$ cat src/rtl/aes_pkg.sv
// Shared widths and state encoding for the AES block loader.
// Word 0 of a group lands in the most significant lane.
package aes_pkg;

  localparam int BLOCK_W       = 128;
  localparam int WORD_W        = 32;
  localparam int WORDS_PER_BLK = 4;
  localparam int IDX_W         = 2;

  typedef enum logic {
    LOAD = 1'b0,
    RUN  = 1'b1
  } state_t;

endpackage

$ cat src/rtl/aes_word_packer.sv
// Packs four 32-bit words into a 128-bit register, first word in the top lane.
// WRAP=1 keeps accepting and rewrites from lane 0; WRAP=0 stalls once full.
module aes_word_packer
  import aes_pkg::*;
#(
  parameter bit WRAP = 1'b0
) (
  input  logic               clk,
  input  logic               rst,
  input  logic               clr,
  input  logic               wr_en,
  input  logic [WORD_W-1:0]  wr_data,
  output logic [BLOCK_W-1:0] blk_nxt,
  output logic               full,
  output logic               full_nxt
);

  logic [BLOCK_W-1:0] blk_q;
  logic [IDX_W-1:0]   idx_q;
  logic [IDX_W-1:0]   idx_nxt;
  logic               full_q;
  logic               wr_ok;

  assign wr_ok = wr_en && (WRAP || !full_q);
  assign full  = full_q;

  always_comb begin
    blk_nxt  = blk_q;
    idx_nxt  = idx_q;
    full_nxt = full_q;
    if (clr) begin
      idx_nxt  = '0;
      full_nxt = 1'b0;
    end else if (wr_ok) begin
      for (int i = 0; i < WORDS_PER_BLK; i++) begin
        if (idx_q == IDX_W'(i)) blk_nxt[BLOCK_W-1-i*WORD_W -: WORD_W] = wr_data;
      end
      // Starting a fresh group invalidates the previous complete set.
      if (idx_q == '0) full_nxt = 1'b0;
      if (idx_q == IDX_W'(WORDS_PER_BLK-1)) full_nxt = 1'b1;
      idx_nxt = idx_q + IDX_W'(1);
    end
  end

  always_ff @(posedge clk) begin
    if (rst) begin
      blk_q  <= '0;
      idx_q  <= '0;
      full_q <= 1'b0;
    end else begin
      blk_q  <= blk_nxt;
      idx_q  <= idx_nxt;
      full_q <= full_nxt;
    end
  end

endmodule

$ cat src/rtl/aes_block_loader.sv
// Feeds AES_top: packs key/data words, holds them for one engine run,
// aborts a run on watchdog expiry and counts completed blocks.
//
// state | meaning
// LOAD  | collecting key/data words, engine idle
// RUN   | engine enabled, operands frozen, watchdog counting
module aes_block_loader
  import aes_pkg::*;
#(
  parameter int TIMEOUT = 64,
  parameter int CNT_W   = 16
) (
  input  logic               AES_clk,
  input  logic               AES_rst,
  input  logic               s_valid,
  output logic               s_ready,
  input  logic [WORD_W-1:0]  s_data,
  input  logic               s_is_key,
  output logic               AES_en,
  output logic [BLOCK_W-1:0] AES_data_in,
  output logic [BLOCK_W-1:0] AES_key_in,
  input  logic               AES_data_out_valid,
  output logic               busy,
  output logic               key_loaded,
  output logic               timeout_err,
  output logic [CNT_W-1:0]   blocks_done
);

  localparam int WD_W = (TIMEOUT > 2) ? $clog2(TIMEOUT) : 1;

  state_t             state_q;
  state_t             state_nxt;
  logic [WD_W-1:0]    wd_q;
  logic               run_done;
  logic               run_tmo;
  logic               key_wr;
  logic               dat_wr;
  logic               dat_clr;
  logic               data_full;
  logic               data_full_nxt;
  logic               key_loaded_nxt;
  logic [BLOCK_W-1:0] key_nxt;
  logic [BLOCK_W-1:0] dat_nxt;

  assign s_ready = (state_q == LOAD) && !(data_full && !s_is_key);
  assign key_wr  = s_valid && s_ready && s_is_key;
  assign dat_wr  = s_valid && s_ready && !s_is_key;
  assign dat_clr = run_done || run_tmo;
  assign AES_en  = (state_q == RUN);
  assign busy    = (state_q == RUN);

  aes_word_packer #(.WRAP(1'b1)) u_key_pack (
    .clk      (AES_clk),
    .rst      (AES_rst),
    .clr      (1'b0),
    .wr_en    (key_wr),
    .wr_data  (s_data),
    .blk_nxt  (key_nxt),
    .full     (key_loaded),
    .full_nxt (key_loaded_nxt)
  );

  aes_word_packer #(.WRAP(1'b0)) u_dat_pack (
    .clk      (AES_clk),
    .rst      (AES_rst),
    .clr      (dat_clr),
    .wr_en    (dat_wr),
    .wr_data  (s_data),
    .blk_nxt  (dat_nxt),
    .full     (data_full),
    .full_nxt (data_full_nxt)
  );

  always_comb begin
    state_nxt = state_q;
    run_done  = 1'b0;
    run_tmo   = 1'b0;
    case (state_q)
      LOAD: begin
        // Uses next-cycle flags so the completing word launches the run directly.
        if (data_full_nxt && key_loaded_nxt) state_nxt = RUN;
      end
      RUN: begin
        if (AES_data_out_valid) begin
          run_done  = 1'b1;
          state_nxt = LOAD;
        end else if (wd_q == WD_W'(TIMEOUT-1)) begin
          run_tmo   = 1'b1;
          state_nxt = LOAD;
        end
      end
      default: state_nxt = LOAD;
    endcase
  end

  always_ff @(posedge AES_clk) begin
    if (AES_rst) begin
      state_q     <= LOAD;
      wd_q        <= '0;
      AES_data_in <= '0;
      AES_key_in  <= '0;
      timeout_err <= 1'b0;
      blocks_done <= '0;
    end else begin
      state_q     <= state_nxt;
      timeout_err <= run_tmo;
      wd_q        <= (state_q == RUN) ? wd_q + WD_W'(1) : '0;
      if (run_done) blocks_done <= blocks_done + CNT_W'(1);
      if (state_q == LOAD && state_nxt == RUN) begin
        AES_data_in <= dat_nxt;
        AES_key_in  <= key_nxt;
      end
    end
  end

endmodule

$ cat config.mk
export PLATFORM = sky130hd
export DESIGN_NAME = aes_block_loader
export DESIGN_NICKNAME = d
export VERILOG_FILES = /design/src/rtl/aes_pkg.sv /design/src/rtl/aes_word_packer.sv /design/src/rtl/aes_block_loader.sv
export SDC_FILE = /design/constraint.sdc
export NUM_CORES = 1
export LEC_CHECK = 0
export ABC_AREA = 1
export BUFFER_PORTS_ARGS = -buffer_cell sky130_fd_sc_hd__buf_2
export CAP_MARGIN = 5
export CORE_MARGIN = 2
export CORE_UTILIZATION = 26
export DETAILED_ROUTE_END_ITERATION = 12
export GPL_TIMING_DRIVEN = 0
export HOLD_SLACK_MARGIN = 0.15
export PLACE_DENSITY = 0.41
export SYNTH_ARGS = -nofsm -noshare
export SYNTH_HDL_FRONTEND = slang
export SYNTH_SLANG_ARGS = --single-unit
export TNS_END_PERCENT = 100
$ cat constraint.sdc
create_clock -name AES_clk -period 1.92 [get_ports AES_clk]
set_input_delay 0.48 -clock AES_clk [delete_from_list [all_inputs] [get_ports AES_clk]]
set_output_delay 0.48 -clock AES_clk [all_outputs]
set_load 0.01 [all_outputs]
==> metrics.md, run 1 <==
| Metric | Value |
|---|---|
| Placer Congestion | 0.799 |
| Initial cell density of the core | 26.3% |
| Category of the most critical setup path | flip-flop to primary output |
| Htree depth | 3 |
| Switching power total | 6.90 mW |
| Setup violators final | 1 |
| Average wire length per cell after detail routing | 19.0 um |
| Main area contributors after synthesis | dfxtp_1 46%, nor2_1 17%, nand2_1 11% |
| Relative slew margins | 23.2% |
| Nets@finish | 3931 |
| Core Region | 90100 um^2 |
| Worst path required time | 1440 ps |
| Input/output buffers | 312 |
| Leakage power summed over all cells | 13.7 nW |
| Final Critical Period | 1920 ps |
| Layout overhead on the synthesized area | 31.0% |
| Share of the clock period used by the worst path | 100% |
| Net count after synthesis | 3513 |
| F_max | 520 MHz |
| Max IR drop VDD | 521 uV |
| Width of the die | 306 um |
| Clock buffers created by TritonCTS | 68 |
| Relative contribution of combinational cells to total power | 9.3% |
| GRT Resource Usage Total | 20.0% |
| Router iterations before antenna repair | 5 |
| Setup repair after global routing missed its margin | true |
| Final TNS setup | -2.49 ps |
| Hold WC Path Type | input port to flip-flop |
| Ratio of routed vias to standard cells | 4.49 |
| Vias in the first global route | 21400 |
| Area after DPL | 26700 um^2 |
| Root cell of the clock tree | clkbuf_16 |
| Final clock skew | 23.6 ps |
| Post-Route WL | 97300 um |
| Largest area contributor in the netlist | dfxtp_1 |
| Overall power after layout | 26.8 mW |
| Critical path arrival | 1440 ps |
| CTS tree | built |
| GR Overflow Total | 0 |
| Number of nets with antenna violations after detailed routing | 0 |
| Vias after detailed routing | 22900 |
| Final Hold Viols | 0 |
| Max-cap violations | 0 |
| Largest buffer count on any clock path | 3 |
| Slew Limit Fails | 0 |
| Clock insertion delay at the later pin of the skew report | 600 ps |
| Largest fanout on the critical path | 4 |
| Instance count of the mapped netlist | 3466 |
| Sw Share | 25.7% |
| Share of the yosys chip area belonging to registers | 45.8% |
| Fraction of layout cells with a size suffix above 1 | 19.8% |
| DRC violation count after routing | 0 |
| Per-instance average area after synthesis | 6.84 um^2 |
| Vertical die dimension | 306 um |
| Internal power of the cells | 19.9 mW |
| Detailed placement HPWL | 65600 um |
| DIE AREA | 93600 um^2 |
| Status | complete, but fails checks |
| Flops & latches, synth | 542 |
| Wire length of the first global-routing pass | 139000 um |
| Number of antenna violations at the first check in global routing | 10 |
| Top-area cell type share of the netlist area | 45.8% |
| Violated checks | negative setup slack |
| Maximum number of pins on one net before global-route repair | 12 |
| Setup ws final | -2.49 ps |
| Clock-pin transition on the worst setup and hold timing paths | 60 ps |
| Synth warn | 0 |
| Detailed router's first-iteration violation count | 1457 |
| Count of distinct cell types in the synthesized netlist | 25 |
| Part of the total power dissipated in the clock network | 48.0% |
| Worst slew pin tran | 1150 ps |
| Power per unit of standard cell area | 864 nW/um^2 |
| Rows | 110 |
| Clock sink count | 542 |
| Synthesized area | 23700 um^2 |
| Post-layout util | 34.4% |
| Area of all placed cells without fillers | 31000 um^2 |
| Pre-CTS WS | -1290 ps |
| CP Launch Type | flip-flop |
| Sequential power share | 42.7% |
| Nature of the critical path endpoint | primary output |
| Top-level port count | 314 |
[per-stage QoR]
| step | hold slack (ps) | cells |
|---|---|---|
| final | 426 | 5109 |
| after global routing | 463 | 5108 |
| after CTS | 453 | 5087 |
| after detailed placement | 440 | 4954 |
| after global placement | 438 | 4954 |
| after floorplan | 418 | 3466 |
[power groups by stage]
stage          combinational (mW)  sequential, mW  clock, mW
6_report                     2.50            11.5       12.9
5_1_grt                      2.72            11.5       13.7
4_1_cts                      2.38            11.4       13.3
3_5_place_dp                 2.20            11.7          0
3_3_place_gp                 2.20            11.7          0
2_1_floorplan                1.31            11.7          0
[path summary, 6_finish.rpt]
| path | from | endpoint | slack, ps | cells after the start |
|---|---|---|---|---|
| min | AES_data_out_valid | blocks_done[13] | 430 | 4 |
| max reg2reg | AES_en | AES_key_in[64] | 50 | 12 |
| max | AES_en | s_ready | -2 | 3 |
| min reg2reg | wd_q[0] | wd_q[0] | 460 | 1 |
[routing by layer]
metal  wire [um]  part of all wire (%)  global-route usage [%]  vias to the layer above
met5          10                 0.010                       0                        -
met4        3030                   3.1                    6.64                        2
met3        6340                   6.5                    3.92                      125
met2       44100                    45                    32.2                      554
met1       43800                    45                    26.7                    10600
li1            -                     -                       -                    11700
[flip-flops by register name, summed over array words and instances (netlist names)]
signal and flops:
u_key_pack.full 1, blocks_done 16, u_key_pack.idx_q 2, u_dat_pack.full 1
u_key_pack.blk_q 128, u_dat_pack.idx_q 2, timeout_err 1, AES_en 1
wd_q 6, AES_data_in 128, AES_key_in 128, u_dat_pack.blk_q 128
[Yosys cell counts]
| library cell | number |
|---|---|
| clkinv_1 | 1 |
| buf_2 | 108 |
| nor3_1 | 8 |
| buf_4 | 5 |
| dfxtp_1 | 542 |
| o21bai_1 | 97 |
| nor2_1 | 1059 |
| inv_1 | 195 |
| nand2_1 | 700 |
| clkbuf_1 | 106 |
| nand4_1 | 4 |
| a21oi_1 | 15 |
| nor4_1 | 1 |
| xor2_1 | 3 |
| xnor2_1 | 1 |
| ha_1 | 10 |
| nand3_1 | 361 |
| a31oi_1 | 1 |
| o21ai_1 | 2 |
| nor2_2 | 1 |
| o21ai_0 | 11 |
| buf_1 | 35 |
| nor3b_1 | 1 |
| o21a_1 | 193 |
| inv_2 | 6 |
[what timing repair did]
item                       in CTS  in global routing
hold buffers                    1                  0
setup endpoints to repair     534                283
buffers inserted               12                  8
cloned                          4                 17
resized for setup             238                308
hold endpoints to repair        2                  0
pin swaps                       5                 13
[worst max-delay path, stage by stage, from the launching register on]
cell     delay, ps
dfxtp_4        360
buf_12         140
a21oi_4        170
buf_2          170
[placed cells by master (no fill, tap or decap), types with 2 or more instances in the layout]
cell type and instances:
nand2_2 29, nor2_4 5, clkinv_2 3, dfxtp_2 4, nand2_1 670, o21ai_4 2
buf_12 9, dfxtp_1 536, ha_2 4, clkbuf_1 63, buf_4 40, ha_1 5
nor2_1 999, clkbuf_4 19, nand3_2 27, inv_2 6, buf_2 335, nor2_2 56
buf_8 35, clkbuf_2 32, buf_6 45, clkbuf_8 23, buf_16 3, o21bai_1 97
nor3_1 8, nand4_1 4, o21a_1 193, buf_1 21, xor2_1 3, dfxtp_4 2
clkbuf_16 89, inv_6 2, nand3_1 334, a21oi_1 14, o21ai_0 10, inv_1 192
[final cells by class]
class / count / area, um^2
sequential: 542 / 10900
multi-input combinational: 2468 / 11400
clock inverter: 5 / 53.8
antenna: 1 / 2.50
fill: 9821 / 59100
tap: 1176 / 1470
timing repair buffer: 352 / 2240
inverter: 202 / 771
clock buffer: 113 / 2160
buffer: 250 / 2040
[kinds of logic after synthesis]
kind of cell	after synthesis	synth area share (%)
compound gates	319	9.81
xor+xnor	4	0.148
fa+ha+maj	10	0.528
buf+inv	456	7.87
flops	542	45.8
simple gates	2135	35.9
Note: power is estimated with default switching activity, not from simulation.
==> run 2, diff against run 1 <==
--- a/config.mk
+++ b/config.mk
@@ -13,7 +13,7 @@
 export DETAILED_ROUTE_END_ITERATION = 12
 export GPL_TIMING_DRIVEN = 0
 export HOLD_SLACK_MARGIN = 0.15
-export PLACE_DENSITY = 0.41
+export PLACE_DENSITY_LB_ADDON = 0.2
 export SYNTH_ARGS = -nofsm -noshare
 export SYNTH_HDL_FRONTEND = slang
 export SYNTH_SLANG_ARGS = --single-unit
==> run 2 against run 1 <==
  * The run still ends with negative setup slack left
  * Global-route usage fell by 0.77 points
  * Maximum frequency is 1.0% lower
  * Critical path depth is 9 higher
  * Register-to-register slack lost 70 ps
  * Routed wire length is 4.4% lower
  * Power increased by 0.76%
  * Clock power barely moved
  * Critical path type is now flip-flop to flip-flop
  * Largest cell class unchanged
  * Largest power group unchanged
==> metrics.md, run 2 (synthesis results as in run 1) <==
| Metric | Value |
|---|---|
| Status | complete, but fails checks |
| Violated checks | negative setup slack |
| Power per unit of standard cell area | 888 nW/um^2 |
| Average wire length per cell after detail routing | 18.3 um |
| Input/output buffers | 312 |
| Clock buffers created by TritonCTS | 68 |
| F_max | 515 MHz |
| Detailed placement HPWL | 63800 um |
| Share of the clock period used by the worst path | 101% |
| Fill cells | 9884 |
| Vertical die dimension | 306 um |
| Source of the worst register-to-register timing path | AES_en |
| Vias after detailed routing | 22900 |
| Number of antenna violations at the first check in global routing | 4 |
| Clock insertion delay at the later pin of the skew report | 610 ps |
| Max incr delay on CP | 370 ps |
| Detailed router's first-iteration violation count | 1402 |
| Relative slew margins | 24.6% |
| Placer Congestion | 0.795 |
| Setup ws final | -21.9 ps |
| Slew Limit Fails | 0 |
| Max IR drop VDD | 554 uV |
| Most common cell after layout, fill and taps aside | nor2_1 |
| Top-level port count | 314 |
| Hold WC Path Type | input port to flip-flop |
| Final-layout worst hold slack | 442 ps |
| Max-cap violations | 0 |
| Clock-pin transition on the worst setup and hold timing paths | 60 ps |
| DRC violation count after routing | 0 |
| DIE AREA | 93600 um^2 |
| Setup repair after global routing missed its margin | true |
| Core Region | 90100 um^2 |
| Cell-by-cell listing of the critical path | inv_4 -> nand4_1 -> nor2_2 -> nor2_2 -> nor2_4 -> buf_12 -> buf_12 -> clkbuf_16 -> buf_8 -> nand3_1 -> nand2_2 -> nor2_1 |
| Category of the most critical setup path | flip-flop to flip-flop |
| Root cell of the clock tree | clkbuf_16 |
| Layout overhead on the synthesized area | 28.4% |
| Largest buffer count on any clock path | 3 |
| GR Overflow Total | 0 |
| Setup violators final | 1 |
| Pre-CTS WS | -1370 ps |
| Ratio of routed vias to standard cells | 4.49 |
| Top library cells by usage in the layout, fill and taps aside | 992 x nor2_1, 684 x nand2_1, 537 x dfxtp_1, 360 x nand3_1, 330 x buf_2 |
| Wire length of the first global-routing pass | 135000 um |
| Leakage power summed over all cells | 13.5 nW |
| Final clock skew | 26.5 ps |
| Overall power after layout | 27.0 mW |
| Final Critical Period | 1940 ps |
| Finished Layout Cells | 5094 |
| Post-Route WL | 93000 um |
| Crit path from | AES_en |
| Maximum number of pins on one net before global-route repair | 14 |
| Final Hold Viols | 0 |
| Rows | 110 |
| Worst slew pin tran | 1130 ps |
| Vias in the first global route | 21100 |
| Largest fanout on the critical path | 10 |
| Nature of the critical path endpoint | flip-flop |
| Nets@finish | 3908 |
| Htree depth | 3 |
| Fraction of layout cells with a size suffix above 1 | 18.6% |
| GRT Resource Usage Total | 19.2% |
| Router iterations before antenna repair | 5 |
| Worst path required time | 2410 ps |
| Initial cell density of the core | 26.3% |
| CP Launch Type | flip-flop |
| Slack of the worst reg-to-reg path | -20 ps |
| CTS tree | built |
| Placed cell count | 4954 |
| Critical path arrival | 2430 ps |
| Width of the die | 306 um |
| Clock sink count | 542 |
| Slowest-stage cell, CP | dfxtp_4 |
| Number of nets with antenna violations after detailed routing | 0 |
| Startpoint of the tightest hold check path | s_valid |
run 2: cell count changes in the layout (fill, tap and decap cells not counted), sizes merged:
cell | previous run | this run
clkinvlp | 0 | 4
inv | 201 | 206
bufinv | 1 | 6
dlygate4sd3 | 1 | 2
diode | 1 | 3
buf | 488 | 471
clkinv | 5 | 14
clkbuf | 226 | 202
run 2: worst paths after layout:
kind | cells past startpoint | to
max | 12 | AES_data_in[117]
min | 6 | u_key_pack.full
max reg2reg | 12 | AES_data_in[117]
min reg2reg | 1 | wd_q[0]
run 2: what timing repair did:
item / CTS / global route
hold buffers: 2 / 0
setup endpoints to repair: 528 / 266
gates resized for setup: 216 / 275
buffers inserted: 12 / 0
pin swaps: 7 / 4
gates cloned: 3 / 1
endpoints found under the hold margin: 1 / 0
run 2: metal layers:
metal | global-route usage (%) | routed length, um | vias up | part of all wire (%)
li1 | - | - | 11600 | -
met1 | 25.6 | 42600 | 10600 | 46
met2 | 31.6 | 42600 | 528 | 46
met3 | 4.02 | 5490 | 105 | 5.9
met4 | 4.90 | 2250 | 2 | 2.4
met5 | 0 | 10 | - | 0.011
run 2: critical path, delay by kind of cell (launching register included):
kind / cells / cell delay, ps
buf+inv: 5 / 600
flops: 1 / 370
simple gates: 7 / 830
run 2: final cells by class:
cell class | instances | area [um^2] | area share, %
inverters | 202 | 766 | 2.52
diodes | 3 | 7.51 | 0.0247
flip-flops and latches | 542 | 10900 | 35.7
plain buffers | 249 | 1970 | 6.46
clock buffers | 96 | 1940 | 6.36
multi-input cells | 2468 | 11300 | 37.0
repair buffers | 330 | 1820 | 5.99
well taps | 1176 | 1470 | 4.84
clock inverters | 28 | 330 | 1.09
run 2: metrics by stage:
stage | util, % | instance area (um^2) | setup TNS [ps]
5_1_grt | 33.8 | 30400 | -5510
3_5_place_dp | 29.6 | 26700 | -410930
4_1_cts | 33.0 | 29700 | -13.4
3_3_place_gp | 29.6 | 26700 | -420360
6_report | 33.8 | 30400 | -21.9
2_1_floorplan | - | 23700 | 0
run 2: where the power goes:
part	switching (mW)	internal (mW)
logic	1.71	0.739
registers	0.0524	11.4
clock network	5.25	7.88
==> run 3, diff against run 2 <==
--- a/config.mk
+++ b/config.mk
@@ -13,7 +13,7 @@
 export DETAILED_ROUTE_END_ITERATION = 12
 export GPL_TIMING_DRIVEN = 0
 export HOLD_SLACK_MARGIN = 0.15
-export PLACE_DENSITY_LB_ADDON = 0.2
+export PLACE_DENSITY_LB_ADDON = 0.15
 export SYNTH_ARGS = -nofsm -noshare
 export SYNTH_HDL_FRONTEND = slang
 export SYNTH_SLANG_ARGS = --single-unit
==> run 3 against run 2 <==
  * The run now ends clean
  * Global-route usage grew 0.26 points
  * Final area grew 0.13%
  * Die area is the same
  * Sequential share of layout area is essentially flat
  * Power shrank 0.56%
  * Clock-buffer cell count grew 6
  * Clock power is essentially flat
  * Via count shrank 0.35%
  * Routed wire length grew 1.8%
  * Critical endpoint is now s_ready
==> metrics.md, run 3 (synthesis results as in run 1) <==
| Metric | Value |
|---|---|
| Status | completed |
| Clock buffers created by TritonCTS | 69 |
| Max-cap violations | 0 |
| Placer Congestion | 0.801 |
| Top-level port count | 314 |
| Post-Route WL | 94700 um |
| Share of the clock period used by the worst path | 99.3% |
| Slack of the worst reg-to-reg path | 40 ps |
| Rows | 110 |
| Relative contribution of combinational cells to total power | 9.4% |
| Hold depth | 4 |
| Fraction of layout cells with a size suffix above 1 | 19.5% |
| Nets@finish | 3914 |
| Final Critical Period | 1910 ps |
| Relative slew margins | 22.4% |
| GRT Resource Usage Total | 19.5% |
| Worst path required time | 1440 ps |
| Average wire length per cell after detail routing | 18.6 um |
| Startpoint of the tightest hold check path | AES_data_out_valid |
| GR Overflow Total | 0 |
| Vias in the first global route | 21100 |
| Worst slew pin tran | 1160 ps |
| Final clock skew | 19.4 ps |
| Input/output buffers | 312 |
| Layout overhead on the synthesized area | 28.6% |
| Sequential power share | 42.6% |
| Switching power total | 7.00 mW |
| Pre-CTS WS | -1240 ps |
| Path depth of the worst reg2reg path | 11 |
| Setup ws final | 14.2 ps |
| CTS tree | built |
| DRC violation count after routing | 0 |
| Overall power after layout | 26.9 mW |
| Htree depth | 3 |
| Final TNS setup | 0 ps |
| Clock sink count | 542 |
| Max incr delay on CP | 360 ps |
| Max IR drop VDD | 518 uV |
| Worst r2r dst | AES_key_in[36] |
| Setup repair after global routing missed its margin | true |
| Setup violators final | 0 |
| Slew Limit Fails | 0 |
| Clock insertion delay at the later pin of the skew report | 600 ps |
| Source of the worst register-to-register timing path | u_key_pack.idx_q[0] |
| Category of the most critical setup path | flip-flop to primary output |
| Hold path endpoint | timeout_err |
| Area after DPL | 26700 um^2 |
| Hold WC Path Type | input port to flip-flop |
| Power per unit of standard cell area | 882 nW/um^2 |
| Number of nets with antenna violations after detailed routing | 0 |
| Critical path arrival | 1430 ps |
| Count of hold-fix buffers inserted at cts | 0 |
| Maximum number of pins on one net before global-route repair | 12 |
| CP Launch Type | flip-flop |
| Area of all placed cells without fillers | 30500 um^2 |
| Ratio of routed vias to standard cells | 4.47 |
| Detailed placement HPWL | 64400 um |
| Vertical die dimension | 306 um |
| Largest fanout on the critical path | 5 |
| F_max | 525 MHz |
| Router iterations before antenna repair | 5 |
| Slowest-stage cell, CP | dfxtp_4 |
| Most common cell after layout, fill and taps aside | nor2_1 |
| Internal power of the cells | 19.9 mW |
| Final-layout worst hold slack | 187 ps |
| Nature of the critical path endpoint | primary output |
| Largest buffer count on any clock path | 3 |
| Top library cells by usage in the layout, fill and taps aside | 998 x nor2_1, 668 x nand2_1, 536 x dfxtp_1, 341 x nand3_1, 339 x buf_2 |
| Cell-by-cell listing of the critical path | a21oi_2 -> buf_2 |
| Sw Share | 26.0% |
| Final Hold Viols | 0 |
| Wire length of the first global-routing pass | 136000 um |
| Vias after detailed routing | 22800 |
| Root cell of the clock tree | clkbuf_16 |
| Initial cell density of the core | 26.3% |
| Core Region | 90100 um^2 |
| Part of the total power dissipated in the clock network | 48.0% |
| Number of antenna violations at the first check in global routing | 10 |
| DIE AREA | 93600 um^2 |
| Clock-pin transition on the worst setup and hold timing paths | 60 ps |
| Detailed router's first-iteration violation count | 1326 |
| Width of the die | 306 um |
| Leakage power summed over all cells | 13.5 nW |
-- run 3: changes by cell type in the layout (fill, tap and decap cells not counted), sizes merged --
| cell | previous run | this run |
|---|---|---|
| clkbuf | 202 | 214 |
| bufinv | 6 | 1 |
| inv | 206 | 201 |
| diode | 3 | 7 |
| clkinv | 14 | 17 |
| clkinvlp | 4 | 1 |
| dlygate4sd3 | 2 | 0 |
| buf | 471 | 472 |
-- run 3: routing by layer --
metal  part of all wire [%]  GRT usage, %  up-vias
met5                      0             0        -
met4                    2.5          6.15        0
met3                    5.4          3.29      114
met2                     46          31.5      543
met1                     46          26.3    10500
li1                       -             -    11600
-- run 3: cell type report --
class / count / area, um^2
Antenna cell: 7 / 17.5
Buffer: 251 / 1800
Clock buffer: 102 / 2110
Clock inverter: 18 / 118
Fill cell: 9861 / 59700
Inverter: 202 / 766
Multi-Input combinational cell: 2468 / 11400
Sequential cell: 542 / 10900
Tap cell: 1176 / 1470
Timing Repair Buffer: 333 / 1920
-- run 3: worst max-delay path by stage --
| stage | from | endpoint | slack, ps | cells past startpoint |
|---|---|---|---|---|
| 2_1_floorplan | u_key_pack.idx_q[0] | AES_data_in[117] | 200 | 10 |
| 3_3_place_gp | s_is_key | AES_key_in[114] | -1370 | 11 |
| 3_5_place_dp | s_is_key | AES_key_in[114] | -1240 | 11 |
| 4_1_cts | u_dat_pack.idx_q[1] | AES_data_in[126] | 0.2 | 11 |
| 5_1_grt | AES_en | blocks_done[12] | -60 | 7 |
| 6_report | u_dat_pack.full | s_ready | 10 | 2 |
-- run 3: power by group through the flow --
stage                     logic [mW]  registers [mW]  clock network (mW)
after floorplan                 1.31            11.7                   0
after global placement          2.18            11.7                   0
after detailed placement        2.18            11.7                   0
after CTS                       2.33            11.4                13.2
after global routing            2.75            11.5                13.7
final                           2.53            11.4                12.9
-- run 3: per-stage QoR --
stage	cells	utilization, %
global route	5092	33.8
global placement	4954	29.6
detailed placement	4954	29.6
finish	5099	33.8
CTS	5084	32.8
floorplan	3466	-
-- run 3: what timing repair did --
item,in CTS,in global routing
cloned,2,9
pin swaps,6,7
resized for setup,193,305
setup buffers,9,2
setup endpoints to repair,533,273
-- run 3: worst max-delay path, delay by kind of cell (launching register included) --
| kind | cells | cell delay (ps) |
|---|---|---|
| flops | 1 | 360 |
| compound gates | 1 | 270 |
| buf+inv | 1 | 190 |
